File: src/rtl/bin2bcd_pkg.sv
// Shared types and helpers for the sequential binary-to-BCD converter.
package bin2bcd_pkg;

    typedef enum logic [1:0] {
        IDLE  = 2'd0,
        SHIFT = 2'd1,
        FIN   = 2'd2
    } state_e;

    // Iteration counter width for a given binary input width.
    function automatic int unsigned cnt_w(input int unsigned bin_w);
        return $clog2(bin_w + 1);
    endfunction

    // Counter width for the default 8-bit input.
    localparam int unsigned CNT_W = cnt_w(8);

    // Largest value representable in the given number of BCD digits.
    function automatic longint unsigned pow10_minus1(input int unsigned digits);
        longint unsigned p;
        p = 1;
        for (int unsigned k = 0; k < digits; k++) begin
            p = p * 10;
        end
        return p - 1;
    endfunction

endpackage

File: src/rtl/bin2bcd_if.sv
// Start/busy/done handshake and data bus of the binary-to-BCD converter.
interface bin2bcd_if #(
    parameter int unsigned BIN_W  = 8,
    parameter int unsigned DIGITS = 3
);
    logic                  start;
    logic [BIN_W-1:0]      bin;
    logic                  busy;
    logic                  done;
    logic [4*DIGITS-1:0]   bcd;
    logic                  overflow;

    modport master (
        output start, bin,
        input  busy, done, bcd, overflow
    );

    modport slave (
        input  start, bin,
        output busy, done, bcd, overflow
    );
endinterface

File: src/rtl/bcd_dig_adj.sv
// Double-dabble digit correction: add 3 to any digit of 5 or more.
module bcd_dig_adj (
    input  logic [3:0] dig_i,
    output logic [3:0] dig_o
);
    // 4-bit add, no carry out: inputs 5..15 wrap within the digit.
    always_comb dig_o = (dig_i >= 4'd5) ? dig_i + 4'd3 : dig_i;
endmodule

File: src/rtl/bin2bcd_seq.sv
// Iterative shift-add-3 binary-to-BCD converter, one bit per clock.
// Result and overflow are registered and held until the next conversion
// completes, so downstream seven-segment decoders see a stable bus.
module bin2bcd_seq
    import bin2bcd_pkg::*;
#(
    parameter int unsigned BIN_W  = 8,
    parameter int unsigned DIGITS = 3
) (
    input  logic      clk,
    input  logic      rst,
    bin2bcd_if.slave  bus
);
    localparam int unsigned CNT_BITS = cnt_w(BIN_W);
    localparam int unsigned SCR_W    = 4 * DIGITS;

    localparam logic [1:0] S_IDLE  = IDLE;
    localparam logic [1:0] S_SHIFT = SHIFT;
    localparam logic [1:0] S_FIN   = FIN;

    logic [1:0]          state_q,   state_d;
    logic [CNT_BITS-1:0] cnt_q,     cnt_d;
    logic [BIN_W-1:0]    shreg_q,   shreg_d;
    logic [SCR_W-1:0]    scr_q,     scr_d;
    logic                ovf_scr_q, ovf_scr_d;
    logic [SCR_W-1:0]    bcd_q,     bcd_d;
    logic                ovf_q,     ovf_d;

    logic [SCR_W-1:0]    adj;
    logic [SCR_W-1:0]    scr_shift;
    logic                top_bit;
    logic                accept;

    for (genvar g = 0; g < DIGITS; g++) begin : g_adj
        bcd_dig_adj u_adj (
            .dig_i (scr_q[4*g +: 4]),
            .dig_o (adj[4*g +: 4])
        );
    end

    // Adjusted scratch shifted left by one, binary MSB entering digit 0.
    always_comb begin
        {top_bit, scr_shift} = {adj, shreg_q[BIN_W-1]};
    end

    // A new request is taken only when idle or in the single done cycle.
    always_comb begin
        accept = bus.start && ((state_q == S_IDLE) || (state_q == S_FIN));
    end

    // Next-state logic for control, scratch and held result.
    always_comb begin
        state_d   = state_q;
        cnt_d     = cnt_q;
        shreg_d   = shreg_q;
        scr_d     = scr_q;
        ovf_scr_d = ovf_scr_q;
        bcd_d     = bcd_q;
        ovf_d     = ovf_q;
        case (state_q)
            S_SHIFT: begin
                scr_d     = scr_shift;
                shreg_d   = shreg_q << 1;
                ovf_scr_d = ovf_scr_q | top_bit;
                cnt_d     = cnt_q - CNT_BITS'(1);
                if (cnt_q == CNT_BITS'(1)) begin
                    // Final iteration result goes straight to the output,
                    // including the bit shifted out on this very edge.
                    bcd_d   = scr_shift;
                    ovf_d   = ovf_scr_q | top_bit;
                    state_d = S_FIN;
                end
            end
            default: begin
                if (accept) begin
                    shreg_d   = bus.bin;
                    scr_d     = '0;
                    ovf_scr_d = 1'b0;
                    cnt_d     = CNT_BITS'(BIN_W);
                    state_d   = S_SHIFT;
                end else begin
                    state_d   = S_IDLE;
                end
            end
        endcase
    end

    // State registers with synchronous reset; reset aborts any conversion.
    always_ff @(posedge clk) begin
        if (rst) begin
            state_q   <= S_IDLE;
            cnt_q     <= '0;
            shreg_q   <= '0;
            scr_q     <= '0;
            ovf_scr_q <= 1'b0;
            bcd_q     <= '0;
            ovf_q     <= 1'b0;
        end else begin
            state_q   <= state_d;
            cnt_q     <= cnt_d;
            shreg_q   <= shreg_d;
            scr_q     <= scr_d;
            ovf_scr_q <= ovf_scr_d;
            bcd_q     <= bcd_d;
            ovf_q     <= ovf_d;
        end
    end

    // Status decoded from state; result driven from the held registers.
    always_comb begin
        bus.busy     = (state_q == S_SHIFT);
        bus.done     = (state_q == S_FIN);
        bus.bcd      = bcd_q;
        bus.overflow = ovf_q;
    end

endmodule

File: src/flat_wrapper.sv
// flat-port wrapper written by rule: the top's interface ports become plain ports
module bin2bcd_seq_flat import bin2bcd_pkg::*;
#(
    parameter int unsigned BIN_W  = 8,
    parameter int unsigned DIGITS = 3
)
  (clk, rst, bus_start, bus_bin, bus_busy, bus_done, bus_bcd, bus_overflow);
  bin2bcd_if #(.BIN_W(BIN_W), .DIGITS(DIGITS)) bus_i ();
  input  logic clk;
  input  logic rst;
  input wire logic [$bits(bus_i.start)-1:0] bus_start;
  input wire logic [$bits(bus_i.bin)-1:0] bus_bin;
  output wire logic [$bits(bus_i.busy)-1:0] bus_busy;
  output wire logic [$bits(bus_i.done)-1:0] bus_done;
  output wire logic [$bits(bus_i.bcd)-1:0] bus_bcd;
  output wire logic [$bits(bus_i.overflow)-1:0] bus_overflow;
  assign bus_i.start = bus_start;
  assign bus_i.bin = bus_bin;
  assign bus_busy = bus_i.busy;
  assign bus_done = bus_i.done;
  assign bus_bcd = bus_i.bcd;
  assign bus_overflow = bus_i.overflow;
  bin2bcd_seq #(.BIN_W(BIN_W), .DIGITS(DIGITS)) u_core (.clk(clk), .rst(rst), .bus(bus_i));
endmodule
File: config.mk
export PLATFORM = sky130hd
export DESIGN_NAME = bin2bcd_seq_flat
export DESIGN_NICKNAME = d
export VERILOG_FILES = /design/src/rtl/bin2bcd_pkg.sv /design/src/rtl/bin2bcd_if.sv /design/src/rtl/bcd_dig_adj.sv /design/src/rtl/bin2bcd_seq.sv /design/src/flat_wrapper.sv
export SDC_FILE = /design/constraint.sdc
export NUM_CORES = 1
export LEC_CHECK = 0
export BUFFER_PORTS_ARGS = -buffer_cell sky130_fd_sc_hd__clkbuf_2
export CORE_ASPECT_RATIO = 0.75
export CORE_MARGIN = 1
export CORE_UTILIZATION = 35
export CTS_CLUSTER_SIZE = 24
export DETAILED_ROUTE_END_ITERATION = 7
export GPL_TIMING_DRIVEN = 0
export PLACE_DENSITY = 0.54
export REMOVE_ABC_BUFFERS = 1
export SLEW_MARGIN = 20
export SYNTH_ARGS = -nofsm -noshare
export SYNTH_HDL_FRONTEND = slang
export SYNTH_SLANG_ARGS = --single-unit
File: constraint.sdc
create_clock -name clk -period 1.4 [get_ports clk]
set_input_delay 0.07 -clock clk [delete_from_list [all_inputs] [get_ports clk]]
set_output_delay 0.07 -clock clk [all_outputs]
set_load 0.05 [all_outputs]
==> results.yml <==
global_routing:
  grt-ovfl-total: 0
  gr-usage-all-layers_pct: 16.08
  use_met2_pct: 22.28
  antenna_found_initial: 0
  use_met3_pct: 4.910
  grt_busiest_layer: "met1"
  gr-usage-met1_pct: 23.92
  grt_max_degree: 30
  grt_pass1_vias: 1379
  grt_pass1_wl_um: 6872
synthesis:
  synth.avg_cell_area_um2: 9.117
  ys_types: 34
  ys_seq_elements: 40
  synth.mux.area_fraction_pct: 0
  synth_compound_area_share_pct: 26.55
  syn-cell-area_um2: 1814
  yosys_warnings: 0
  yosys.area_share.adder_pct: 5.517
  synthXorXnorAreaFrac_pct: 1.448
  ys_seq_area_share_pct: 44.14
  syn_inst: 199
  synth-simple-area-share_pct: 15.24
  synth_top_family_by_area: "compound AO/OA/AOI/OAI gates"
pwr:
  combPwrFrac_pct: 12.8
  netSwitchingFraction_pct: 26.39
  p_per_area_nw_per_um2: 932.3
  peakVddDrop_mv: 0.6558
  internal_power_uw: 1607
  pwr-share-clk_pct: 32.1
  seqPwrFrac_pct: 55.1
  leakagePower_uw: 0.0008681
  p_switching_uw: 575.9
final_layout:
  area_delta_synth_final_pct: 29.03
  final_cell_mix: "dfxtp_1, a21oi_1, clkbuf_2, buf_4, nand2_1"
  fillers: 463
  final_common_cell: "dfxtp_1"
  nets: 252
  layout-drive-gt1-share_pct: 36.80
  fin_area_um2: 2341
  n_antenna_cell: 0
critical_path:
  critPathArrivalTime_ns: 1.55
  r2r_start: "u_core.cnt_q[1]$_SDFFE_PP0P_"
  worst-setup-path-type: "reg2reg"
  start_kind: "flip-flop"
  worst-r2r-setup-slack_ns: 0.03
  cp-end-kind: "flip-flop"
  reg2regPathDepth: 7
  cp_max_fo: 7
  crit_start: "u_core.cnt_q[1]$_SDFFE_PP0P_"
  r2r-end: "u_core.bus.bcd[0]$_SDFFE_PP0P_"
  crit_required_ns: 1.58
  crit_path_end: "u_core.bus.bcd[0]$_SDFFE_PP0P_"
clock_network:
  h-tree-depth: 2
  cts.clk_slew.worst_paths_ns: 0.08
  clkLatencyLatePin_ns: 0.28
  root_buffer: "clkbuf_8"
  cts_made_buffers: 5
  clock-sinks: 40
  cts_tree: "done"
  clock_path_buffers: 2
routing:
  vias: 1520
  drtPass1Iterations: 4
  drt_iter0_drc: 78
  final_antenna_net_count: 0
  totalWireLength_um: 4292
  drc: 0
  wl_per_cell_um: 14.75
  avgViaCountPerCell: 5.223
floorplan:
  num_rows: 22
  initial_core_util_pct: 36.82
  coreArea_um2: 4927
  die_w_um: 85.14
  ioPinCount: 26
  die_y_um: 64.35
  die-area_um2: 5478
placed_design:
  place_ws_ns: -0.4603
  placed_area_um2: 1932
  place_congestion: 0.7826
  io_buffers: 25
  dp_hpwl_um: 2393
timing:
  fmax_mhz: 731.6
  max_slew_margin_pct: 53.41
  hold_viol_final: 0
  fin_crit_sh_pct: 97.63
  rsz0062_at_grt: "yes"
  worstMarginPinSlew_ns: 0.6989
  clock_skew_ns: 0.005612
  finalMaxSlewViolations: 0
  period_needed_ns: 1.367
  timing.setup.tns_ns: 0
  worst_slack_ns: 0.03319
  setup_viol: 0
run_status:
  status: "finished, final reports clean"
flow_run:
  drv_cap: 0
min_path:
  hold_path_depth: 3
  min_path_type: "in2reg"
-- repair_timing --
item	4_1_cts	5_1_grt
setup endpoints to repair	38	26
buffers inserted	8	6
gates resized for setup	28	26
cloned	0	2
pin swaps	6	13
hold buffers	0	0
-- Yosys cell counts --
master     instances  area [um^2]
dfxtp_1           40        800.8
a21oi_1           25        125.1
nand2_1           10        37.54
a22oi_1            9        67.56
inv_1              9        33.78
o2bb2ai_1          9        78.83
ha_1               8        100.1
nor2_1             8        30.03
o21ai_0            8        40.04
nand2b_1           6        37.54
nor3b_1            6        45.04
or3_1              6        37.54
buf_2              5        25.02
nor3_1             5        25.02
o22ai_1            5        31.28
a211oi_1           4        30.03
a22o_1             4        35.03
clkbuf_1           4        15.01
a211o_1            3        26.28
a21o_1             3        22.52
buf_6              3        33.78
nand3_1            3        15.01
nor2b_1            3        18.77
xnor2_1            3        26.28
a311oi_1           1        8.760
buf_1              1        3.750
buf_4              1        7.510
inv_2              1        3.750
inv_4              1        6.260
nand2b_2           1        8.760
nor2_4             1        11.26
nor3_2             1        10.01
o21a_1             1        7.510
o32ai_1            1        8.760
-- sequential cells by signal (all words and copies together), names as in the netlist --
name,flops
u_core.cnt_q,4
u_core.bus.overflow,1
u_core.ovf_scr_q,1
u_core.shreg_q,8
u_core.state_q,2
u_core.bus.bcd,12
u_core.scr_q,12
-- routing by layer --
metal,vias up,part of all wire (%)
li1,788,-
met1,699,53
met2,31,43
met3,2,4.3
met4,0,0.21
met5,-,0
-- area by class of cell --
class                           instances  area, um^2  share of cell area [%]
Tap cell                               60       75.07                   3.207
Sequential cell                        40       814.5                   34.79
Multi-Input combinational cell        136        1079                   46.07
Timing Repair Buffer                   39       252.7                   10.80
Inverter                               11       51.30                   2.191
Clock buffer                            5       68.82                   2.940
-- worst max-delay path: stages (launching register included) --
cell and delay (ns):
dfxtp_2 0.33, inv_2 0.07, ha_4 0.13, nand2b_4 0.06, nor3_4 0.18, buf_6 0.15
nor2_4 0.06, a22o_1 0.27
-- worst min-delay path by stage --
stage | start | end | slack [ns]
5_1_grt | bus_bin[2] | u_core.shreg_q[2]$_SDFFE_PP0P_ | 0.06
6_report | bus_bin[0] | u_core.shreg_q[0]$_SDFFE_PP0P_ | 0.04
3_3_place_gp | bus_bin[0] | u_core.shreg_q[0]$_SDFFE_PP0P_ | 0.33
3_5_place_dp | bus_bin[0] | u_core.shreg_q[0]$_SDFFE_PP0P_ | 0.33
4_1_cts | bus_bin[0] | u_core.shreg_q[0]$_SDFFE_PP0P_ | 0.03
2_1_floorplan | rst | u_core.scr_q[10]$_SDFFE_PP0P_ | 0.14
-- kinds of logic (layout without fill, tap and decap cells) --
family,count (synthesis),count (layout)
AO/OA/AOI/OAI,73,73
AND/OR/NAND/NOR,50,52
adder cells (fa/ha/maj),8,8
buffers and inverters,25,55
flip-flops,40,40
XOR/XNOR,3,3
-- power groups by stage --
stage | clock network (uW) | registers, uW | logic, uW
floorplan | 0 | 1220 | 140
global placement | 0 | 1220 | 212
detailed placement | 0 | 1220 | 212
CTS | 724 | 1200 | 248
global route | 771 | 1210 | 306
finish | 701 | 1200 | 280
-- metrics by stage --
stage / power [uW] / hold WS, ns / util [%] / instances
final: 2183 / 0.03990 / 47.51 / 291
after CTS: 2171 / 0.03378 / 44.29 / 283
after global placement: 1433 / 0.3263 / 39.16 / 270
after floorplan: 1356 / 0.1391 / - / 185
after global routing: 2284 / 0.06402 / 47.51 / 291
after detailed placement: 1433 / 0.3311 / 39.21 / 270
No activity file was read; power rests on OpenSTA's default activity.
